--- config.mk ---
export PLATFORM = sky130hd
export DESIGN_NAME = wb_spim
export DESIGN_NICKNAME = d
export VERILOG_FILES = /design/src/rtl/wb_spim_pkg.sv /design/src/rtl/wb_spim_shifter.sv /design/src/rtl/wb_spim.sv
export SDC_FILE = /design/constraint.sdc
export NUM_CORES = 1
export LEC_CHECK = 0
export CAP_MARGIN = 20
export CELL_PAD_IN_SITES_DETAIL_PLACEMENT = 1
export CELL_PAD_IN_SITES_GLOBAL_PLACEMENT = 1
export CORE_ASPECT_RATIO = 1.75
export CORE_MARGIN = 4
export CORE_UTILIZATION = 42
export DETAILED_ROUTE_END_ITERATION = 8
export HOLD_SLACK_MARGIN = 0.06
export PLACE_DENSITY_LB_ADDON = 0.12
export SYNTH_ARGS = -nofsm -noshare
export SYNTH_HDL_FRONTEND = slang
export SYNTH_HIERARCHICAL = 1
export SYNTH_SLANG_ARGS = --single-unit
--- constraint.sdc ---
create_clock -name wb_clk -period 3.99 [get_ports wb_clk]
set_input_delay 0.798 -clock wb_clk [delete_from_list [all_inputs] [get_ports wb_clk]]
set_output_delay 0.798 -clock wb_clk [all_outputs]
set_load 0.03 [all_outputs]
--- src/rtl/wb_spim_pkg.sv ---
// wb_spim_pkg: register map, CTRL bit positions and serial engine constants for wb_spim
package wb_spim_pkg;
  typedef enum logic [1:0] {
    REG_DATA = 2'd0,
    REG_CTRL = 2'd1,
    REG_DIV  = 2'd2,
    REG_NONE = 2'd3
  } reg_e;
  typedef enum logic {
    S_IDLE = 1'b0,
    S_XFER = 1'b1
  } state_e;
  localparam int CTRL_CS = 0;
  localparam int CTRL_BUSY = 8;
  localparam int CTRL_DONE = 9;
  localparam int CTRL_OVR = 10;
  localparam int PHASES = 16;
  function automatic logic [31:0] ctrl_word(input logic cs, input logic busy, input logic done,
                                            input logic ovr);
    ctrl_word = '0;
    ctrl_word[CTRL_CS] = cs;
    ctrl_word[CTRL_BUSY] = busy;
    ctrl_word[CTRL_DONE] = done;
    ctrl_word[CTRL_OVR] = ovr;
  endfunction
endpackage

--- src/rtl/wb_spim_shifter.sv ---
// spim_shifter: mode-0 MSB-first 8-bit SPI engine with per-half-period divider
module spim_shifter
  import wb_spim_pkg::*;
(
  input  logic       clk,
  input  logic       rst,
  input  logic       start,
  input  logic [7:0] tx,
  input  logic [7:0] div,
  input  logic       miso,
  output logic       busy,
  output logic       done_pulse,
  output logic [7:0] rx,
  output logic       sclk,
  output logic       mosi
);
  state_e state_q, state_d;
  logic [3:0] phase_q, phase_d;
  logic [7:0] cnt_q, cnt_d, div_q, div_d, tx_q, tx_d, sh_q, sh_d, rx_q, rx_d;
  logic sclk_q, sclk_d, mosi_q, mosi_d, last;
  // half-period sequencing: sample on entering odd phases, shift on leaving them
  always_comb begin
    state_d = state_q;
    phase_d = phase_q;
    cnt_d = cnt_q;
    div_d = div_q;
    tx_d = tx_q;
    sh_d = sh_q;
    rx_d = rx_q;
    sclk_d = sclk_q;
    mosi_d = mosi_q;
    last = state_q == S_XFER && cnt_q == div_q && phase_q == 4'(PHASES - 1);
    if (state_q == S_IDLE) begin
      if (start) begin
        state_d = S_XFER;
        phase_d = '0;
        cnt_d = '0;
        div_d = div;
        tx_d = tx;
        mosi_d = tx[7];
        sclk_d = 1'b0;
      end
    end else if (cnt_q != div_q) begin
      cnt_d = cnt_q + 8'd1;
    end else begin
      cnt_d = '0;
      div_d = div;
      phase_d = phase_q + 4'd1;
      if (!phase_q[0]) begin
        sclk_d = 1'b1;
        sh_d = {sh_q[6:0], miso};
      end else begin
        sclk_d = 1'b0;
        tx_d = {tx_q[6:0], 1'b0};
        mosi_d = tx_q[6];
      end
      if (last) begin
        state_d = S_IDLE;
        rx_d = sh_q;
      end
    end
  end
  // engine state registers
  always_ff @(posedge clk or posedge rst) begin
    if (rst) begin
      state_q <= S_IDLE;
      phase_q <= '0;
      cnt_q <= '0;
      div_q <= '0;
      tx_q <= '0;
      sh_q <= '0;
      rx_q <= '0;
      sclk_q <= 1'b0;
      mosi_q <= 1'b0;
    end else begin
      state_q <= state_d;
      phase_q <= phase_d;
      cnt_q <= cnt_d;
      div_q <= div_d;
      tx_q <= tx_d;
      sh_q <= sh_d;
      rx_q <= rx_d;
      sclk_q <= sclk_d;
      mosi_q <= mosi_d;
    end
  end
  assign busy = state_q == S_XFER;
  assign done_pulse = last;
  assign rx = rx_q;
  assign sclk = sclk_q;
  assign mosi = mosi_q;
endmodule

--- src/rtl/wb_spim.sv ---
// wb_spim: Wishbone classic slave exposing an SPI master with DATA/CTRL/DIV registers
module wb_spim
  import wb_spim_pkg::*;
#(
  parameter logic [7:0] DEFAULT_DIV = 8'd3
) (
  input  logic        wb_clk,
  input  logic        wb_rst,
  input  logic        wb_cyc,
  input  logic        wb_stb,
  input  logic        wb_we,
  input  logic [3:0]  wb_sel,
  input  logic [7:0]  wb_adr,
  input  logic [31:0] wb_dat,
  output logic [31:0] wb_rdt,
  output logic        wb_ack,
  output logic        spi_csn,
  output logic        spi_clk,
  output logic        spi_mosi,
  input  logic        spi_miso
);
  logic ack_q, ack_d, cs_q, cs_d, done_q, done_d, ovr_q, ovr_d;
  logic [7:0] div_q, div_d, rx;
  logic [31:0] rdt_q, rdt_d;
  logic wr, rd, start, busy, done_pulse, unused_bits;
  reg_e a;
  // bus decode; an access is accepted on the edge where ack rises
  always_comb begin
    a = reg_e'(wb_adr[3:2]);
    ack_d = !ack_q && wb_cyc && wb_stb;
    wr = ack_d && wb_we;
    rd = ack_d && !wb_we;
    start = wr && a == REG_DATA && wb_sel[0];
    cs_d = wr && a == REG_CTRL && wb_sel[0] ? wb_dat[CTRL_CS] : cs_q;
    div_d = wr && a == REG_DIV && wb_sel[0] ? wb_dat[7:0] : div_q;
    ovr_d = start && busy ? 1'b1 :
            wr && a == REG_CTRL && wb_sel[1] && wb_dat[CTRL_OVR] ? 1'b0 : ovr_q;
    done_d = done_pulse ? 1'b1 : rd && a == REG_DATA ? 1'b0 : done_q;
    rdt_d = !rd ? rdt_q :
            a == REG_DATA ? {24'h0, rx} :
            a == REG_CTRL ? ctrl_word(cs_q, busy, done_q, ovr_q) :
            a == REG_DIV ? {24'h0, div_q} : '0;
  end
  // bus-side registers
  always_ff @(posedge wb_clk or posedge wb_rst) begin
    if (wb_rst) begin
      ack_q <= 1'b0;
      cs_q <= 1'b0;
      done_q <= 1'b0;
      ovr_q <= 1'b0;
      div_q <= DEFAULT_DIV;
      rdt_q <= '0;
    end else begin
      ack_q <= ack_d;
      cs_q <= cs_d;
      done_q <= done_d;
      ovr_q <= ovr_d;
      div_q <= div_d;
      rdt_q <= rdt_d;
    end
  end
  spim_shifter u_shifter (
    .clk(wb_clk),
    .rst(wb_rst),
    .start(start),
    .tx(wb_dat[7:0]),
    .div(div_q),
    .miso(spi_miso),
    .busy(busy),
    .done_pulse(done_pulse),
    .rx(rx),
    .sclk(spi_clk),
    .mosi(spi_mosi)
  );
  assign unused_bits = ^{wb_adr[7:4], wb_adr[1:0], wb_sel[3:2], wb_dat[31:11], wb_dat[9:8]};
  assign wb_ack = ack_q;
  assign wb_rdt = rdt_q;
  assign spi_csn = ~cs_q;
endmodule

# Word level (Yosys, flattened, before mapping)
# Index checks and enable logic that the tools add are counted.
# word_totals
ff_bits,90
latch_bits,0
mem_bits_rw,0
romBits,0
n_memories,0
# op_classes
n_addsub,2
mul,0
n_div,0
order_cmp,0
n_eq_ne,7
shifts,0
mux,32
bitwise_logic,3
n_reduce_logical,26
# ops
cell,n
2-to-1 mux 8 bit,7
2-to-1 mux 7 bit,4
2-to-1 mux 11 bit,2
logical AND 1 bit,16
2-to-1 mux 1 bit,16
2-to-1 mux 4 bit,3
AND reduction 3 bit,3
"adder 8 x 1 -> 8 bit, second input constant",1
== test 8 bit,1
inequality test 8 bit,1
nonzero test 2 bit,3
"adder 4 x 1 -> 4 bit, second input constant",1
"== test 4 bit, second input constant",1
"inequality test 2 bit, second input constant",2
NOT 1 bit,3
"== test 2 x 1 -> 1 bit, second input constant",1
"== test 2 bit, second input constant",1
zero test 1 bit,2
zero test 2 bit,1
AND reduction 2 bit,1

# Depth between registers and ports, before layout
# Gate-level depths: netlist of run 1.
# depth
word_depth,9
mapped_depth,7
depth_no_buf,6

# Modules after synthesis
# The synthesis of run 1 kept the hierarchy.
# by_module_without_submodules
module,instances,cells_per_inst,area_per_inst_um2
spim_shifter,1,181,2224.6
wb_spim,1,110,1226.2

# Least setup slack after synthesis of run 1
# No wires, ideal clock.
# synth_path
path_kind,input to register
startpoint,in wb_we
endpoint,reg u_shifter.tx_q[1]
setup_time_ps,126
t_arrival_ps,2279
t_required_ps,3864
path_slack_ps,1585
path_stages,6
path_cell_list,and4b_4 nand2_1 nor3_1 nor2b_1 a41oi_1 a221o_1
# synth_between
elab_chain_cells,5
# synth_rtl
element,line_no,source
"start, declared",wb_spim.sv:11,"input logic wb_we,"
logical AND 1 bit,wb_spim.sv:31,wr = ack_d && wb_we;
logical AND 1 bit (2 in a row),wb_spim.sv:33,start = wr && a == REG_DATA && wb_sel[0];
named net start,wb_spim.sv:25,"logic wr, rd, start, busy, done_pulse, unused_bits;"
nonzero test 2 bit (no source line),-,
AND reduction 3 bit (no source line),-,
"end signal, assigned",wb_spim_shifter.sv:80,tx_q <= tx_d;
"end, declared",wb_spim_shifter.sv:19,"logic [7:0] cnt_q, cnt_d, div_q, div_d, tx_q, tx_d, sh_q, sh_d, rx_q, rx_d;"
# The timed path passes the listed nets, and every way through them passes these cells.
# A chain may end at the register's enable or synchronous reset.

# Final worst setup path of run 1
# layout_path
startpoint,in wb_stb
endpoint,reg u_shifter.tx_q[1]
# layout_between
elab_chain_cells,6
# layout_rtl
element,line_no,source
"start, declared",wb_spim.sv:10,"input logic wb_stb,"
logical AND 1 bit,wb_spim.sv:30,ack_d = !ack_q && wb_cyc && wb_stb;
logical AND 1 bit,wb_spim.sv:31,
logical AND 1 bit (2 in a row),wb_spim.sv:33,
named net start,wb_spim.sv:25,
nonzero test 2 bit (no source line),-,
AND reduction 3 bit (no source line),-,
# The timed path passes the listed nets, and every way through them passes these cells.

==> reports/metrics.yaml, run 1 <==
start_util_pct: 43.3
hold_violations: 0
diodes: 0
outcome: "completed"
final_nets: 382
seq_area_frac_synth_pct: 49.4
path_max_fanout: 7
slowest_delay_ns: 0.50
grt_pass1_wl_mm: 12.5
synthXorXnorAreaFrac_pct: 4.46
final_common_cell: "dfrtp_1"
grtUsageMet2_pct: 30.4
layout-drive-gt1-share_pct: 20.3
vdd_drop_max_mv: 0.337
rows: 43
crit_type: "input pin to flip-flop"
synth_mux_area_share_pct: 16.0
cts_tree: "done"
met3_usage_pct: 3.94
ant_nets: 0
rsz0062_at_grt: "false"
cp_cell_sequence: "clkdlybuf4s50_1 > and4b_4 > nand2_1 > nor3_1 > buf_4 > nor2b_1 > a41oi_1 > a221o_1"
drv_cap: 0
die_w_um: 76.5
slew_headroom_pct: 38.0
dp_cells: 409
start_kind: "input pin"
synth_area_per_cell_um2: 11.9
min_period_ns: 2.75
yosys.area_share.adder_pct: 0.725
final_cells: 425
fin_crit_sh_pct: 68.9
cts_sinks: 68
cts_setup_buffers: 0
yosys.cell_types.count: 45
hp-class: "flip-flop to flip-flop"
ctsResizeCount: 0
coreArea_um2: 7960
synth_area_um2: 3450
area_growth_pct: 18.7
top_usage_layer: "met2"
p_leak_nw: 1.82
avgViaCountPerCell: 5.36
worstPathArrival_ns: 2.95
globalplace.congestion: 0.814
syn_inst: 291
dr_total_vias: 2278
clock_latency_ns: 0.32
track_usage_pct: 16.6
drtIter0Drc: 65
ys_seq_elements: 68
clockRootBuffer: "clkbuf_16"
ys_warn_count: 6
finalSetupTns_ns: 0
post_drt_wl_per_cell_um: 18.3
drv_slew: 0
cts_max_level: 3
met1_usage_pct: 17.9
slowest_stage: "clkdlybuf4s50_1"
finalWirelength_mm: 7.77
fill_cells: 862
synth-compound-area-share_pct: 8.85
place_hpwl_mm: 5.84
postCtsHoldBufs: 0
port_buffers: 33
p_per_area_nw_per_um2: 667
antenna_found_initial: 0
grt.overflow.total: 0
clk_path_buf_depth: 2
synth_top_family_by_area: "multiplexers"
clock.fmax_mhz: 364
mostFrequentLayoutCells: "66 x dfrtp_1, 33 x nand2_1, 33 x clkdlybuf4s50_1"
end_kind: "flip-flop"
crit_required_ns: 4.19
path_clk_slew_ns: 0.05
worstMarginPinSlew_ns: 0.922
yosys.area_share.simple_pct: 13.3
grt_max_degree: 26
finClkSkew_ns: 0.00457
dieArea_um2: 9790
first_pass_iters: 4
route.detailed.drc: 0
ios: 86
grt_pass1_vias: 2463
p_total_mw: 2.73
setup_violations: 0
die_y_um: 128
cts_inserted_buffers: 9
==> stage by stage <==
step / area [µm²] / hold WS [ns] / util (%) / setup WS [ns]
2_1_floorplan: 3530 / 0.467 / - / 1.59
3_3_place_gp: 3790 / 0.454 / 47.7 / 0.905
3_5_place_dp: 3790 / 0.461 / 47.7 / 0.896
4_1_cts: 4100 / 0.472 / 51.5 / 1.23
5_1_grt: 4100 / 0.499 / 51.5 / 1.04
6_report: 4100 / 0.468 / 51.5 / 1.24
==> critical path, delay by kind of cell <==
family	cells	cell delay (ns)
and+or+nand+nor	4	0.84
buffers and inverters	2	0.69
AOI/OAI and AO/OA	2	0.61
==> Yosys cell counts (all sizes together) <==
cell / count / share of area (%)
nand2b: 1 / 0.18
and4b: 2 / 0.69
a211oi: 2 / 0.43
buf: 25 / 5.6
dfrtp: 66 / 48
xor2: 2 / 0.51
mux2i: 11 / 3.2
and3: 1 / 0.18
nor3: 4 / 0.58
a22o: 2 / 0.51
nor2b: 4 / 0.73
mux2: 34 / 13
clkbuf: 5 / 0.54
a31oi: 2 / 0.36
o31ai: 11 / 2.8
ha: 2 / 0.73
nor4: 5 / 1.3
xnor2: 10 / 4.0
and2: 6 / 1.1
nand4: 7 / 1.7
nand3b: 1 / 0.22
o21ai: 15 / 2.2
a221o: 5 / 1.5
nand2: 34 / 3.8
and4: 2 / 0.51
nand4bb: 1 / 0.33
dfstp: 2 / 1.5
or4: 1 / 0.22
inv: 9 / 0.98
conb: 1 / 0.11
o211ai: 4 / 0.87
nor2: 6 / 0.65
a41oi: 1 / 0.25
nand3: 7 / 1.2
==> flip-flops by register name (all words and copies together), names as in the netlist, 4 cells and up <==
| register | flops |
|---|---|
| u_shifter/div_q | 8 |
| div_q | 8 |
| u_shifter/rx | 8 |
| u_shifter/phase_q | 4 |
| u_shifter/cnt_q | 8 |
| wb_rdt | 11 |
| u_shifter/sh_q | 8 |
| u_shifter/tx_q | 7 |
==> routing by layer <==
layer	share of wire, %	up-vias
met5	0	-
met4	1.8	0
met3	2.5	11
met2	57	38
met1	39	1155
li1	-	1074
==> power by group <==
group / switching (mW) / internal, mW
registers: 0.183 / 0.852
clock network: 0.289 / 0.499
logic: 0.531 / 0.380
==> logic make-up (layout without fill, tap and decap cells) <==
logic type      Yosys count  in the layout
simple gates             82             82
fa+ha+maj                 2              2
xor+xnor                 12             12
other cells               1             21
buf+inv                  39             63
mux                      45             45
compound gates           42             42
flops                    68             68
==> final timing paths <==
kind                                                  end                           start  slack (ns)  cells after the start
setup reg to reg            u_shifter/sh_q[2]$_DFFE_PP0P_  u_shifter/cnt_q[0]$_DFFE_PP0P_        1.60                      4
max in group asynchronous   u_shifter/tx_q[6]$_DFFE_PP0P_                          wb_rst        2.36                      3
setup / recovery            u_shifter/tx_q[1]$_DFFE_PP0P_                          wb_stb        1.24                      8
hold reg to reg                          wb_ack$_DFF_PP0_                wb_ack$_DFF_PP0_        0.47                      1
min in group asynchronous  u_shifter/cnt_q[3]$_DFFE_PP0P_                          wb_rst        0.88                      2
hold / removal                           wb_ack$_DFF_PP0_                wb_ack$_DFF_PP0_        0.47                      1
==> final cells by class <==
| type | count | area [µm²] | area share (%) |
|---|---|---|---|
| sequential | 68 | 1700 | 41.6 |
| clock inverter | 6 | 63.8 | 1.56 |
| timing repair buffer | 38 | 368 | 8.98 |
| inverter | 9 | 33.8 | 0.824 |
| multi-input combinational | 204 | 1580 | 38.5 |
| tap | 90 | 113 | 2.75 |
| clock buffer | 10 | 239 | 5.83 |
(Power assumes the default switching activity.)
==> run 2, diff against run 1 <==
--- a/config.mk
+++ b/config.mk
@@ -10,7 +10,7 @@
 export CELL_PAD_IN_SITES_GLOBAL_PLACEMENT = 1
 export CORE_ASPECT_RATIO = 1.75
 export CORE_MARGIN = 4
-export CORE_UTILIZATION = 42
+export CORE_UTILIZATION = 35
 export DETAILED_ROUTE_END_ITERATION = 8
 export HOLD_SLACK_MARGIN = 0.06
 export PLACE_DENSITY_LB_ADDON = 0.12
==> constraint.sdc (replaced) <==
create_clock -name wb_clk -period 2.4 [get_ports wb_clk]
set_input_delay 0.48 -clock wb_clk [delete_from_list [all_inputs] [get_ports wb_clk]]
set_output_delay 0.48 -clock wb_clk [all_outputs]
set_load 0.03 [all_outputs]
==> reports/metrics.yaml, run 2 (same netlist as run 1, synthesis figures left out) <==
outcome: "completed"
die_y_um: 139
avgViaCountPerCell: 4.95
setup_violations: 0
dp_cells: 462
start_util_pct: 36.2
slowest_delay_ns: 0.54
sw_frac_of_total_pct: 35.3
cts_setup_buffers: 0
area_growth_pct: 25.5
ctsResizeCount: 0
slew_headroom_pct: 60.2
coreArea_um2: 9530
clock.fmax_mhz: 477
dieArea_um2: 11600
seq_power_share_pct: 35.1
mostFrequentLayoutCells: "66 x dfrtp_1, 33 x nand2_1, 33 x clkdlybuf4s50_1"
crit_type: "flip-flop to flip-flop"
dr_total_vias: 2367
path_clk_slew_ns: 0.06
slowest_stage: "o31ai_4"
final_common_cell: "dfrtp_1"
design_area_um2: 4330
globalplace.congestion: 0.778
largest_register_ffs: 11
hp-class: "flip-flop to flip-flop"
crit_required_ns: 2.61
cts_max_level: 3
ant_nets: 0
track_usage_pct: 15.1
grt.overflow.total: 0
cts_sinks: 68
hold_violations: 0
start_kind: "flip-flop"
reg2reg_slack_ns: 0.30
final_cells: 478
ios: 86
worstMarginPinSlew_ns: 0.590
route.detailed.drc: 0
clk_path_buf_depth: 2
p_int_mw: 3.14
drv_slew: 0
rows: 47
switchingPower_mw: 1.71
clockRootBuffer: "clkbuf_16"
drv_cap: 0
p_leak_nw: 1.94
drtIter0Drc: 58
min_period_ns: 2.10
worstPathArrival_ns: 2.31
vdd_drop_max_mv: 0.386
place_hpwl_mm: 6.32
combPwrFrac_pct: 35.4
cts_inserted_buffers: 9
post_drt_wl_per_cell_um: 17.4
grt_pass1_wl_mm: 13.8
first_pass_iters: 4
port_buffers: 33
grt_pass1_vias: 2600
cts_tree: "done"
diodes: 0
grt_max_degree: 46
die_w_um: 83.1
layout-drive-gt1-share_pct: 25.0
postCtsHoldBufs: 0
path_max_fanout: 9
end_kind: "flip-flop"
clock_latency_ns: 0.33
p_per_area_nw_per_um2: 1120
fin_crit_sh_pct: 87.4
place_area_um2: 4010
cp_cell_sequence: "xnor2_2 > nand2_2 > buf_4 > o31ai_4 > mux2_2"
rsz0062_at_grt: "false"
finalWirelength_mm: 8.33
p_clk_share_pct: 29.5
antenna_found_initial: 0
final_nets: 403
finClkSkew_ns: 0.00572
==> run 2: through the flow <==
step | power (mW) | TNS [ns] | worst slack [ns] | hold WS (ns) | util, %
final | 4.85 | 0 | 0.303 | 0.464 | 45.5
after global routing | 5.17 | 0 | 0.166 | 0.503 | 45.5
after CTS | 4.93 | 0 | 0.222 | 0.473 | 45.5
after detailed placement | 3.46 | -0.0174 | -0.0155 | 0.465 | 42.0
after global placement | 3.41 | -0.189 | -0.0244 | 0.452 | 42.0
after floorplan | 2.86 | 0 | 0.164 | 0.467 | -
==> run 2: worst max-delay path: cells and delay by family, from the launching register on <==
kind | cells | cell delay, ns
buffers and inverters | 1 | 0.19
xor gates and xnor gates | 1 | 0.26
AOI/OAI and AO/OA | 1 | 0.54
and+or+nand+nor | 1 | 0.13
muxes | 1 | 0.40
DFF | 1 | 0.45
==> run 2: cell type report <==
cell class | instances | area (µm²)
Clock buffer | 10 | 239
Clock inverter | 6 | 86.3
Fill cell | 1076 | 5200
Inverter | 9 | 33.8
Multi-Input combinational cell | 204 | 1580
Sequential cell | 68 | 1700
Tap cell | 122 | 153
Timing Repair Buffer | 59 | 538
==> run 2: path summary, 6_finish.rpt <==
check                                                    start                             end  cells after the start
max in group asynchronous                               wb_rst     u_shifter/rx[2]$_DFFE_PP0P_                      3
worst min-delay path                          wb_ack$_DFF_PP0_                wb_ack$_DFF_PP0_                      1
worst min register to register                wb_ack$_DFF_PP0_                wb_ack$_DFF_PP0_                      1
min in group asynchronous                               wb_rst                cs_q$_DFFE_PP0P_                      3
worst max register to register  u_shifter/cnt_q[1]$_DFFE_PP0P_  u_shifter/div_q[1]$_DFFE_PP0P_                      5
worst max-delay path            u_shifter/cnt_q[1]$_DFFE_PP0P_  u_shifter/div_q[1]$_DFFE_PP0P_                      5
==> run 2: power by group through the flow <==
stage                     clock network, mW  registers (mW)  logic (mW)
after global routing                   1.53            1.75        1.89
after CTS                              1.47            1.71        1.75
final                                  1.43            1.70        1.72
after floorplan                           0            1.69        1.17
after global placement                    0            1.71        1.70
after detailed placement                  0            1.73        1.74
==> run 2: layer usage <==
layer,GRT usage [%],wire (µm)
met5,0,0
met4,8.53,311
met3,2.72,240
met2,27.5,4660
met1,16.2,3110
==> run 3, diff against run 2 <==
--- a/config.mk
+++ b/config.mk
@@ -10,10 +10,11 @@
 export CELL_PAD_IN_SITES_GLOBAL_PLACEMENT = 1
 export CORE_ASPECT_RATIO = 1.75
 export CORE_MARGIN = 4
-export CORE_UTILIZATION = 35
+export CORE_UTILIZATION = 39
 export DETAILED_ROUTE_END_ITERATION = 8
 export HOLD_SLACK_MARGIN = 0.06
 export PLACE_DENSITY_LB_ADDON = 0.12
+export SLEW_MARGIN = 20
 export SYNTH_ARGS = -nofsm -noshare
 export SYNTH_HDL_FRONTEND = slang
 export SYNTH_HIERARCHICAL = 1
==> constraint.sdc (replaced) <==
create_clock -name wb_clk -period 2.3 [get_ports wb_clk]
set_input_delay 0.46 -clock wb_clk [delete_from_list [all_inputs] [get_ports wb_clk]]
set_output_delay 0.46 -clock wb_clk [all_outputs]
set_load 0.03 [all_outputs]
==> reports/metrics.yaml, run 3 (same netlist as run 1, synthesis figures left out) <==
final_common_cell: "dfrtp_1"
holdPathStages: 1
r2r-end: "u_shifter/rx[7]$_DFFE_PP0P_"
place_hpwl_mm: 6.28
start_util_pct: 39.8
vdd_drop_max_mv: 0.583
port_buffers: 33
hp-class: "flip-flop to flip-flop"
reg2reg_depth: 6
crit_required_ns: 2.51
crit_family: "simple AND/OR/NAND/NOR gates"
rsz0062_at_grt: "false"
route.detailed.drc: 0
fin_ws_ns: 0.151
hold_violations: 0
layout-drive-gt1-share_pct: 24.4
largest_register_ffs: 11
p_total_mw: 4.83
slew_headroom_pct: 52.6
fin_crit_sh_pct: 93.4
path_buf_inv: 2
dp_cells: 454
track_usage_pct: 17.2
cts_max_level: 3
drv_slew: 0
worstMarginPinSlew_ns: 0.709
drtIter0Drc: 112
clockRootBuffer: "clkbuf_16"
antenna_found_initial: 0
ant_nets: 0
postCtsHoldBufs: 0
slowest_delay_ns: 0.48
final_nets: 403
clock_latency_ns: 0.33
place_area_um2: 3990
start_kind: "input pin"
die_y_um: 132
first_pass_iters: 4
outcome: "completed"
grt_pass1_vias: 2575
grt_max_degree: 30
r2r-start: "u_shifter/cnt_q[4]$_DFFE_PP0P_"
path_max_fanout: 6
setup_violations: 0
min_to: "wb_ack$_DFF_PP0_"
cts_sinks: 68
avgViaCountPerCell: 4.99
mostFrequentLayoutCells: "66 x dfrtp_1, 33 x nand2_1, 33 x clkdlybuf4s50_1"
dr_total_vias: 2359
finClkSkew_ns: 0.00490
final_cells: 473
reg2reg_slack_ns: 0.19
p_leak_nw: 1.91
cts_inserted_buffers: 9
grt_pass1_wl_mm: 13.5
finalWirelength_mm: 8.13
coreArea_um2: 8670
ios: 86
startpoint: "wb_stb"
dp_slack_ns: -0.194
finalSetupTns_ns: 0
cts_setup_buffers: 0
die_w_um: 79.1
clock.fmax_mhz: 465
dieArea_um2: 10500
crit_type: "input pin to flip-flop"
p_per_area_nw_per_um2: 1130
slowest_stage: "clkdlybuf4s50_1"
min_period_ns: 2.15
ctsResizeCount: 0
end_kind: "flip-flop"
drv_cap: 0
worstPathArrival_ns: 2.35
area_growth_pct: 24.1
path_clk_slew_ns: 0.06
clk_path_buf_depth: 2
rows: 45
design_area_um2: 4280
diodes: 0
grt.overflow.total: 0
fill_cells: 989
post_drt_wl_per_cell_um: 17.2
globalplace.congestion: 0.815
cts_tree: "done"
cp_cell_sequence: "clkdlybuf4s50_1 > and4b_4 > nand2_1 > nor3_1 > buf_4 > nor2b_1 > a41oi_1 > a221o_1"
hold_start: "wb_ack$_DFF_PP0_"
==> run 3: routing by layer <==
metal	wire [µm]	global-route usage (%)	share of wire (%)
met4	168	7.27	2.1
met2	4640	30.7	57
met1	3060	18.7	38
met5	0	0	0
met3	258	4.56	3.2
==> run 3: worst max-delay path by stage <==
| stage | endpoint | cells after the start |
|---|---|---|
| 6_report | u_shifter/tx_q[1]$_DFFE_PP0P_ | 8 |
| 5_1_grt | u_shifter/tx_q[1]$_DFFE_PP0P_ | 8 |
| 4_1_cts | u_shifter/sh_q[5]$_DFFE_PP0P_ | 5 |
| 3_5_place_dp | u_shifter/tx_q[1]$_DFFE_PP0P_ | 8 |
| 3_3_place_gp | u_shifter/div_q[3]$_DFFE_PP0P_ | 8 |
| 2_1_floorplan | u_shifter/tx_q[5]$_DFFE_PP0P_ | 6 |
==> run 3: worst reg2reg max path: cells and delay by family, from the launching register on <==
kind	cells	cell delay, ns
xor+xnor	1	0.30
buf+inv	2	0.44
flops	1	0.43
mux	1	0.36
simple gates	2	0.46
==> run 3: cell type report <==
class	instances	area [µm²]	area share, %
flip-flops and latches	68	1700	39.8
multi-input cells	204	1580	36.8
repair buffers	59	551	12.9
clock buffers	11	233	5.44
well taps	117	146	3.42
clock inverters	5	37.5	0.877
inverters	9	33.8	0.789
==> run 3: per-stage QoR <==
| stage | hold slack (ns) | util, % |
|---|---|---|
| floorplan | 0.460 | - |
| global placement | 0.447 | 46.0 |
| detailed placement | 0.449 | 46.0 |
| CTS | 0.456 | 49.1 |
| global route | 0.493 | 49.4 |
| finish | 0.451 | 49.4 |
==> run 3: where the power goes <==
part	switching (mW)	total [mW]	internal, mW
Clock	0.507	1.24	0.733
Combinational	0.976	1.80	0.828
Sequential	0.304	1.78	1.48
Total	1.79	4.83	3.04
